**src/rtl/weight_fetch_seq_if.sv**
```systemverilog
// Bundle of the fetch request, RAM read port and output stream
// used by weight_fetch_seq. The slave modport is the sequencer's view.
interface weight_fetch_seq_if #(
  parameter int DATA_W = 8,
  parameter int ADDR_W = 13
);
  // fetch request / control
  logic              start;
  logic [4:0]        step;
  logic              range_en;
  logic [ADDR_W-1:0] first_addr;
  logic [ADDR_W-1:0] last_addr;
  logic              abort;
  // RAM read port
  logic              ram_re;
  logic [ADDR_W-1:0] ram_addr;
  logic [DATA_W-1:0] ram_q;
  // output stream
  logic [DATA_W-1:0] out_data;
  logic              out_valid;
  logic              out_ready;
  // status
  logic [4:0]        step_q;
  logic              busy;
  logic              done;
  logic              err;

  modport master (
    output start, step, range_en, first_addr, last_addr, abort, ram_q, out_ready,
    input  ram_re, ram_addr, out_data, out_valid, step_q, busy, done, err
  );

  modport slave (
    input  start, step, range_en, first_addr, last_addr, abort, ram_q, out_ready,
    output ram_re, ram_addr, out_data, out_valid, step_q, busy, done, err
  );
endinterface

```
**src/rtl/weight_fetch_seq.sv**
```systemverilog
// Weight fetch sequencer: reads the RAM range [first_addr, last_addr) and
// streams the words through a 2-entry output FIFO with valid/ready flow control.
module weight_fetch_seq #(
  parameter int DATA_W = 8,
  parameter int ADDR_W = 13
) (
  input logic              clk,
  input logic              rst,
  weight_fetch_seq_if.slave bus
);

  typedef enum logic [1:0] {IDLE, FETCH, DRAIN, DONE} state_t;

  localparam logic [ADDR_W-1:0] ADDR_ONE = {{(ADDR_W-1){1'b0}}, 1'b1};

  state_t            state, state_nxt;
  logic [ADDR_W-1:0] cur_addr;
  logic [ADDR_W-1:0] last_q;
  logic              inflight;
  logic [1:0]        count;
  logic              rd_ptr, wr_ptr;
  logic [DATA_W-1:0] mem [2];

  logic accept, flush, pop, push, issue_ok, issue, last_issue, drain_done;

  // Handshake and issue-credit decode shared by the FSM and datapath.
  always_comb begin
    accept     = (state == IDLE) && bus.start && bus.range_en;
    flush      = bus.abort && ((state == FETCH) || (state == DRAIN));
    pop        = (count != 2'd0) && bus.out_ready;
    push       = inflight;
    // Words already owned (buffered + in flight) minus the one leaving now
    // must stay below the FIFO depth, so a read never lands in a full FIFO.
    issue_ok   = ({1'b0, count} + {2'b00, inflight}) < (3'd2 + {2'b00, pop});
    issue      = (state == FETCH) && issue_ok && !bus.abort;
    last_issue = issue && (cur_addr == (last_q - ADDR_ONE));
    // Leave DRAIN together with the final pop so done follows it by one cycle.
    drain_done = !inflight && ((count == 2'd0) || ((count == 2'd1) && pop));
  end

  // State register.
  always_ff @(posedge clk or negedge rst) begin
    // NOTE: sequential state uses non-blocking assignments so every flop
    // samples pre-edge values regardless of block evaluation order.
    if (!rst) state <= IDLE;
    else      state <= state_nxt;
  end

  // Next-state logic.
  always_comb begin
    // NOTE: default assignment first so no path leaves state_nxt unassigned
    // (which would infer a latch).
    state_nxt = state;
    unique case (state)
      IDLE:  if (accept) state_nxt = (bus.last_addr > bus.first_addr) ? FETCH : DONE;
      FETCH: if (bus.abort) state_nxt = IDLE;
             else if (last_issue) state_nxt = DRAIN;
      DRAIN: if (bus.abort) state_nxt = IDLE;
             else if (drain_done) state_nxt = DONE;
      DONE:  state_nxt = IDLE;
      default: state_nxt = IDLE;
    endcase
  end

  // Outputs decoded from state and registered datapath.
  always_comb begin
    bus.ram_re    = issue;
    bus.ram_addr  = cur_addr;
    bus.busy      = (state == FETCH) || (state == DRAIN);
    bus.done      = (state == DONE);
    bus.out_valid = (count != 2'd0);
    bus.out_data  = mem[rd_ptr];
  end

  // Range bookkeeping: address counter, bounds, step tag and error flag.
  always_ff @(posedge clk or negedge rst) begin
    if (!rst) begin
      cur_addr   <= '0;
      last_q     <= '0;
      bus.step_q <= '0;
      bus.err    <= 1'b0;
    end else if (accept) begin
      cur_addr   <= bus.first_addr;
      last_q     <= bus.last_addr;
      bus.step_q <= bus.step;
      bus.err    <= (bus.last_addr < bus.first_addr);
    end else if (issue) begin
      cur_addr   <= cur_addr + ADDR_ONE;
    end
  end

  // RAM read pipeline and output FIFO.
  always_ff @(posedge clk or negedge rst) begin
    if (!rst) begin
      inflight <= 1'b0;
      count    <= 2'd0;
      rd_ptr   <= 1'b0;
      wr_ptr   <= 1'b0;
      // NOTE: the two FIFO words are reset because out_data is read straight
      // from the head entry and must be zero while in reset.
      for (int i = 0; i < 2; i++) mem[i] <= '0;
    end else if (flush) begin
      inflight <= 1'b0;
      count    <= 2'd0;
      rd_ptr   <= 1'b0;
      wr_ptr   <= 1'b0;
    end else begin
      inflight <= issue;
      if (push) begin
        mem[wr_ptr] <= bus.ram_q;
        wr_ptr      <= ~wr_ptr;
      end
      if (pop) rd_ptr <= ~rd_ptr;
      count <= count + {1'b0, push} - {1'b0, pop};
    end
  end

endmodule

```
**src/flat_wrapper.sv**
```systemverilog
// flat-port wrapper written by rule: the top's interface ports become plain ports
module weight_fetch_seq_flat 
#(
  parameter int DATA_W = 8,
  parameter int ADDR_W = 13
)
  (clk, rst, bus_start, bus_step, bus_range_en, bus_first_addr, bus_last_addr, bus_abort, bus_ram_q, bus_out_ready, bus_ram_re, bus_ram_addr, bus_out_data, bus_out_valid, bus_step_q, bus_busy, bus_done, bus_err);
  weight_fetch_seq_if #(.DATA_W(DATA_W), .ADDR_W(ADDR_W)) bus_i ();
  input logic clk;
  input logic rst;
  input wire logic [$bits(bus_i.start)-1:0] bus_start;
  input wire logic [$bits(bus_i.step)-1:0] bus_step;
  input wire logic [$bits(bus_i.range_en)-1:0] bus_range_en;
  input wire logic [$bits(bus_i.first_addr)-1:0] bus_first_addr;
  input wire logic [$bits(bus_i.last_addr)-1:0] bus_last_addr;
  input wire logic [$bits(bus_i.abort)-1:0] bus_abort;
  input wire logic [$bits(bus_i.ram_q)-1:0] bus_ram_q;
  input wire logic [$bits(bus_i.out_ready)-1:0] bus_out_ready;
  output wire logic [$bits(bus_i.ram_re)-1:0] bus_ram_re;
  output wire logic [$bits(bus_i.ram_addr)-1:0] bus_ram_addr;
  output wire logic [$bits(bus_i.out_data)-1:0] bus_out_data;
  output wire logic [$bits(bus_i.out_valid)-1:0] bus_out_valid;
  output wire logic [$bits(bus_i.step_q)-1:0] bus_step_q;
  output wire logic [$bits(bus_i.busy)-1:0] bus_busy;
  output wire logic [$bits(bus_i.done)-1:0] bus_done;
  output wire logic [$bits(bus_i.err)-1:0] bus_err;
  assign bus_i.start = bus_start;
  assign bus_i.step = bus_step;
  assign bus_i.range_en = bus_range_en;
  assign bus_i.first_addr = bus_first_addr;
  assign bus_i.last_addr = bus_last_addr;
  assign bus_i.abort = bus_abort;
  assign bus_i.ram_q = bus_ram_q;
  assign bus_i.out_ready = bus_out_ready;
  assign bus_ram_re = bus_i.ram_re;
  assign bus_ram_addr = bus_i.ram_addr;
  assign bus_out_data = bus_i.out_data;
  assign bus_out_valid = bus_i.out_valid;
  assign bus_step_q = bus_i.step_q;
  assign bus_busy = bus_i.busy;
  assign bus_done = bus_i.done;
  assign bus_err = bus_i.err;
  weight_fetch_seq #(.DATA_W(DATA_W), .ADDR_W(ADDR_W)) u_core (.clk(clk), .rst(rst), .bus(bus_i));
endmodule
```
**config.mk**
```make
export PLATFORM = sky130hd
export DESIGN_NAME = weight_fetch_seq_flat
export DESIGN_NICKNAME = d
export VERILOG_FILES = /design/src/rtl/weight_fetch_seq_if.sv /design/src/rtl/weight_fetch_seq.sv /design/src/flat_wrapper.sv
export SDC_FILE = /design/constraint.sdc
export NUM_CORES = 1
export LEC_CHECK = 0
export CORE_MARGIN = 8
export CORE_UTILIZATION = 45
export DETAILED_ROUTE_END_ITERATION = 6
export GPL_TIMING_DRIVEN = 0
export PLACE_DENSITY = 0.76
export SYNTH_ARGS = -nofsm -noshare
export SYNTH_HDL_FRONTEND = slang
export SYNTH_SLANG_ARGS = --single-unit
```
**constraint.sdc**
```tcl
create_clock -name clk -period 2.3 [get_ports clk]
set_clock_uncertainty 0.1 [all_clocks]
set_input_delay 0.46 -clock clk [delete_from_list [all_inputs] [get_ports clk]]
set_output_delay 0.46 -clock clk [all_outputs]
set_load 0.05 [all_outputs]
```
==> metrics <==
P&R area growth vs syn 36.7%; placed cell count 511; via density per instance between 5 and 6; placeable core area between 7000 and 8000 um2; kind of cell adding the most delay to the critical path flip-flops; violation count after the first detailed-routing iteration around 120; master cell of the clock root buffer sky130_fd_sc_hd__clkbuf_8; total gr overflow 0; Critical Path Slowest Stage Cell sky130_fd_sc_hd__dfrtp_2; average footprint of a synthesized cell 10.1 um2; final core utilization 63.8%; Netlist cell types 47; Slowest Stage Delay on Critical Path 0.45 ns; series of cell instances along the critical path ha_4, ha_4, nor3b_4, and2_4, buf_8, buf_8; detailed-placement wirelength estimate roughly 6.7 mm; Initial DRT Pass Iterations 4; maximum frequency from static timing analysis 433 MHz; aggregate routed wire length 8.92 mm; number of cells produced by synthesis approximately 340; IR drop worst, VDD 0.914 mV; pins over their slew limit 0; number of antenna violations at the first check in global routing 0; number of buffer and inverter stages on the critical path 2; min-delay worst type input pin to asynchronous set/reset pin; main combinational cell family by area after synthesis multiplexers; number of warnings issued by yosys 0; routed vias about 2900; commonest cells after routing, fill and taps aside sky130_fd_sc_hd__clkdlybuf4s50_1, sky130_fd_sc_hd__dfrtp_1, sky130_fd_sc_hd__mux2_2; multi-input combinational cell area 2010 um2; Least-Margin Pin Slew 0.630 ns; adder and majority gate portion of the synthesized area 8.83%; die area between 10000 and 15000 um2; worst setup slack for register-to-register paths approximately 0.03 ns; fraction of layout instances using a drive strength above 1 24.9%; FP Rows 31; clock transition at the registers of the reported paths 0.11 ns; portion of synthesized cell area occupied by the leading cell type 40.5%; static leakage 2.05 nW; Worst Setup Path Type flip-flop to output port; DP Worst Slack -1.04 ns; I/O pin count 76; starting density of the core between 40 and 50%; fillers approximately 620; reg-to-reg endpoint u_core.state[1]$_DFFE_PN0P_; sequential fraction of the synthesis area 40.5%; time the final worst path needs with I/O delays and setup 2.31 ns; unrepaired setup endpoints after global routing true; post-layout worst setup margin -0.00778 ns; final net count roughly 500; FF+latch area roughly 1400 um2; data required time at the worst endpoint 1.74 ns; Finish-stage setup viols 1; final hold violation count 0; post-synthesis share of cell area spent on xor and xnor gates 7.47%; antenna cell count 0; antenna-violating nets left 0; Register-to-Register Path Depth 9; worst-skew pair later-pin latency 0.32 ns; critical path peak fanout 3; global-route total usage across every layer 17.0%; final weighted congestion in routability-driven placement approximately 0.83; area of the mapped netlist 3400 um2; number of standard cells in the final layout excluding fillers 533; arrival time at the worst endpoint 1.75 ns; number of buffers added on ports 75; launch point of the worst path u_core.inflight$_DFF_PN0_; CTS tree built; deepest level of the CTS H-tree 2; Compound-Gate Fraction of Synth Area 10.1%; Max-cap violations 0; top area cells in the synthesized netlist sky130_fd_sc_hd__dfrtp_1, sky130_fd_sc_hd__mux2_2, sky130_fd_sc_hd__ha_1, sky130_fd_sc_hd__xor2_1, sky130_fd_sc_hd__xnor2_1; most instantiated flip-flop cell in the synthesis netlist sky130_fd_sc_hd__dfrtp_1; Yosys top cell by area sky130_fd_sc_hd__dfrtp_1; startpoint of the lowest-slack register-to-register path u_core.last_q[0]$_DFFE_PN0P_; violations in the final reports setup timing; DRC errors left 0; startpoint kind of the worst setup timing path flip-flop; clock sink total between 50 and 60; Cell Pwr Density ~1400 nW/um2; count of state elements after synthesis 55; post-route cell area 4650 um2; Final Hold Slack approximately 0.036 ns; status complete, but fails checks; global-route wire length before repair 14.1 mm; worst relative slew slack 58.0%; crit path capture type output port; number of global-route vias before repair 3034; Placement Cell Area between 4000 and 5000 um2; most common cell after layout, fill and taps aside sky130_fd_sc_hd__clkdlybuf4s50_1; number of enable flip-flop cells after synthesis 0; die span in y 103 um; Clock Tree Buf Depth 2; Die Span X 103 um; final worst-path cycle share 100%; Routed WL per cell around 17 um; simple-gate area share of the yosys netlist 14.3%; synthesized netlist net count between 400 and 500; proportion of synthesized flip-flops having asynchronous set or reset 100%; maximum number of pins on one net before global-route repair 31; TritonCTS buffer count 5; post-synthesis mux area share between 10 and 15%
worst max path at each step:
stage	cells after the start	to	slack, ns
finish	6	bus_ram_re	-0.008
global route	9	u_core.state[1]$_DFFE_PN0P_	-0.08
CTS	6	bus_ram_re	-0.09
detailed placement	5	bus_ram_re	-1.04
global placement	1	u_core.bus.ram_addr[7]$_DFFE_PN0P_	-1.06
floorplan	9	u_core.state[0]$_DFFE_PN0P_	0.04
logic make-up (layout without fill, tap and decap cells):
kind of cell    Yosys count  count (layout)
compound gates           54              54
xor+xnor                 29              29
fa+ha+maj                24              24
buf+inv                  37             135
flops                    55              55
mux                      45              45
simple gates             92              92
synthesized netlist by cell type, types with 2 or more instances:
library cell	count
sky130_fd_sc_hd__dfrtp_1	55
sky130_fd_sc_hd__mux2_2	41
sky130_fd_sc_hd__inv_1	27
sky130_fd_sc_hd__nor2_1	26
sky130_fd_sc_hd__ha_1	24
sky130_fd_sc_hd__a21oi_1	22
sky130_fd_sc_hd__nand3_1	15
sky130_fd_sc_hd__xor2_1	15
sky130_fd_sc_hd__xnor2_1	14
sky130_fd_sc_hd__nand2_1	12
sky130_fd_sc_hd__o21ai_0	12
sky130_fd_sc_hd__clkbuf_1	8
sky130_fd_sc_hd__nor3_1	7
sky130_fd_sc_hd__nand4_1	5
sky130_fd_sc_hd__and3_1	4
sky130_fd_sc_hd__mux2i_1	4
sky130_fd_sc_hd__and2_1	3
sky130_fd_sc_hd__nand2b_1	3
sky130_fd_sc_hd__o21ai_1	3
sky130_fd_sc_hd__o31ai_1	3
sky130_fd_sc_hd__a211oi_1	2
sky130_fd_sc_hd__buf_2	2
sky130_fd_sc_hd__nand3b_1	2
sky130_fd_sc_hd__nand4b_1	2
sky130_fd_sc_hd__nor3b_1	2
sky130_fd_sc_hd__or4_1	2
registers in the layout (all words and copies together) (netlist names):
register / count
u_core.bus.err: 1
u_core.bus.ram_addr: 13
u_core.bus.step_q: 5
u_core.count: 2
u_core.inflight: 1
u_core.last_q: 13
u_core.mem: 16
u_core.rd_ptr: 1
u_core.state: 2
u_core.wr_ptr: 1
stage by stage:
step	total power, mW	TNS [ns]
3_3_place_gp	5.72	-65.71
6_report	6.68	-0.00778
4_1_cts	6.53	-0.200
3_5_place_dp	5.82	-8.20
2_1_floorplan	4.65	0
5_1_grt	7.09	-0.218
power by group:
part | total, mW | internal [mW] | switching, mW
registers | 1.94 | 1.43 | 0.503
clock network | 0.606 | 0.233 | 0.373
logic | 4.14 | 1.74 | 2.40
total | 6.68 | 3.40 | 3.28
layout make-up:
| cell class | instances | share of cell area, % |
|---|---|---|
| repair buffers | 91 | 19.1 |
| clock buffers | 5 | 1.48 |
| inverters | 27 | 2.18 |
| clock inverters | 3 | 0.672 |
| flip-flops and latches | 55 | 29.7 |
| well taps | 99 | 2.66 |
| multi-input cells | 244 | 43.1 |
| plain buffers | 9 | 1.10 |
layer usage:
metal  global-route usage, %  share of wire, %  up-vias
li1                        -                 -     1380
met2                    28.2                47       89
met4                    7.01               2.8        0
met5                       0                 0        -
met3                    5.81               7.7       23
met1                    19.5                42     1400
worst register-to-register path, cell delays in order, from the launching register on:
cell and delay (ns):
sky130_fd_sc_hd__dfrtp_2 0.45, sky130_fd_sc_hd__inv_2 0.08, sky130_fd_sc_hd__ha_4 0.13, sky130_fd_sc_hd__and2b_4 0.18, sky130_fd_sc_hd__nand3_4 0.08, sky130_fd_sc_hd__or3b_1 0.40, sky130_fd_sc_hd__a211oi_2 0.26, sky130_fd_sc_hd__a2bb2oi_2 0.18
sky130_fd_sc_hd__a41oi_2 0.16, sky130_fd_sc_hd__mux2i_1 0.16
repair_timing:
item | in CTS | in global routing
buffers inserted | 7 | 9
hold buffers | 0 | 0
pin swaps | 14 | 12
hold endpoints to repair | 0 | 0
endpoints found under the setup margin | 21 | 28
resized for setup | 41 | 26
(Power assumes the default switching activity.)
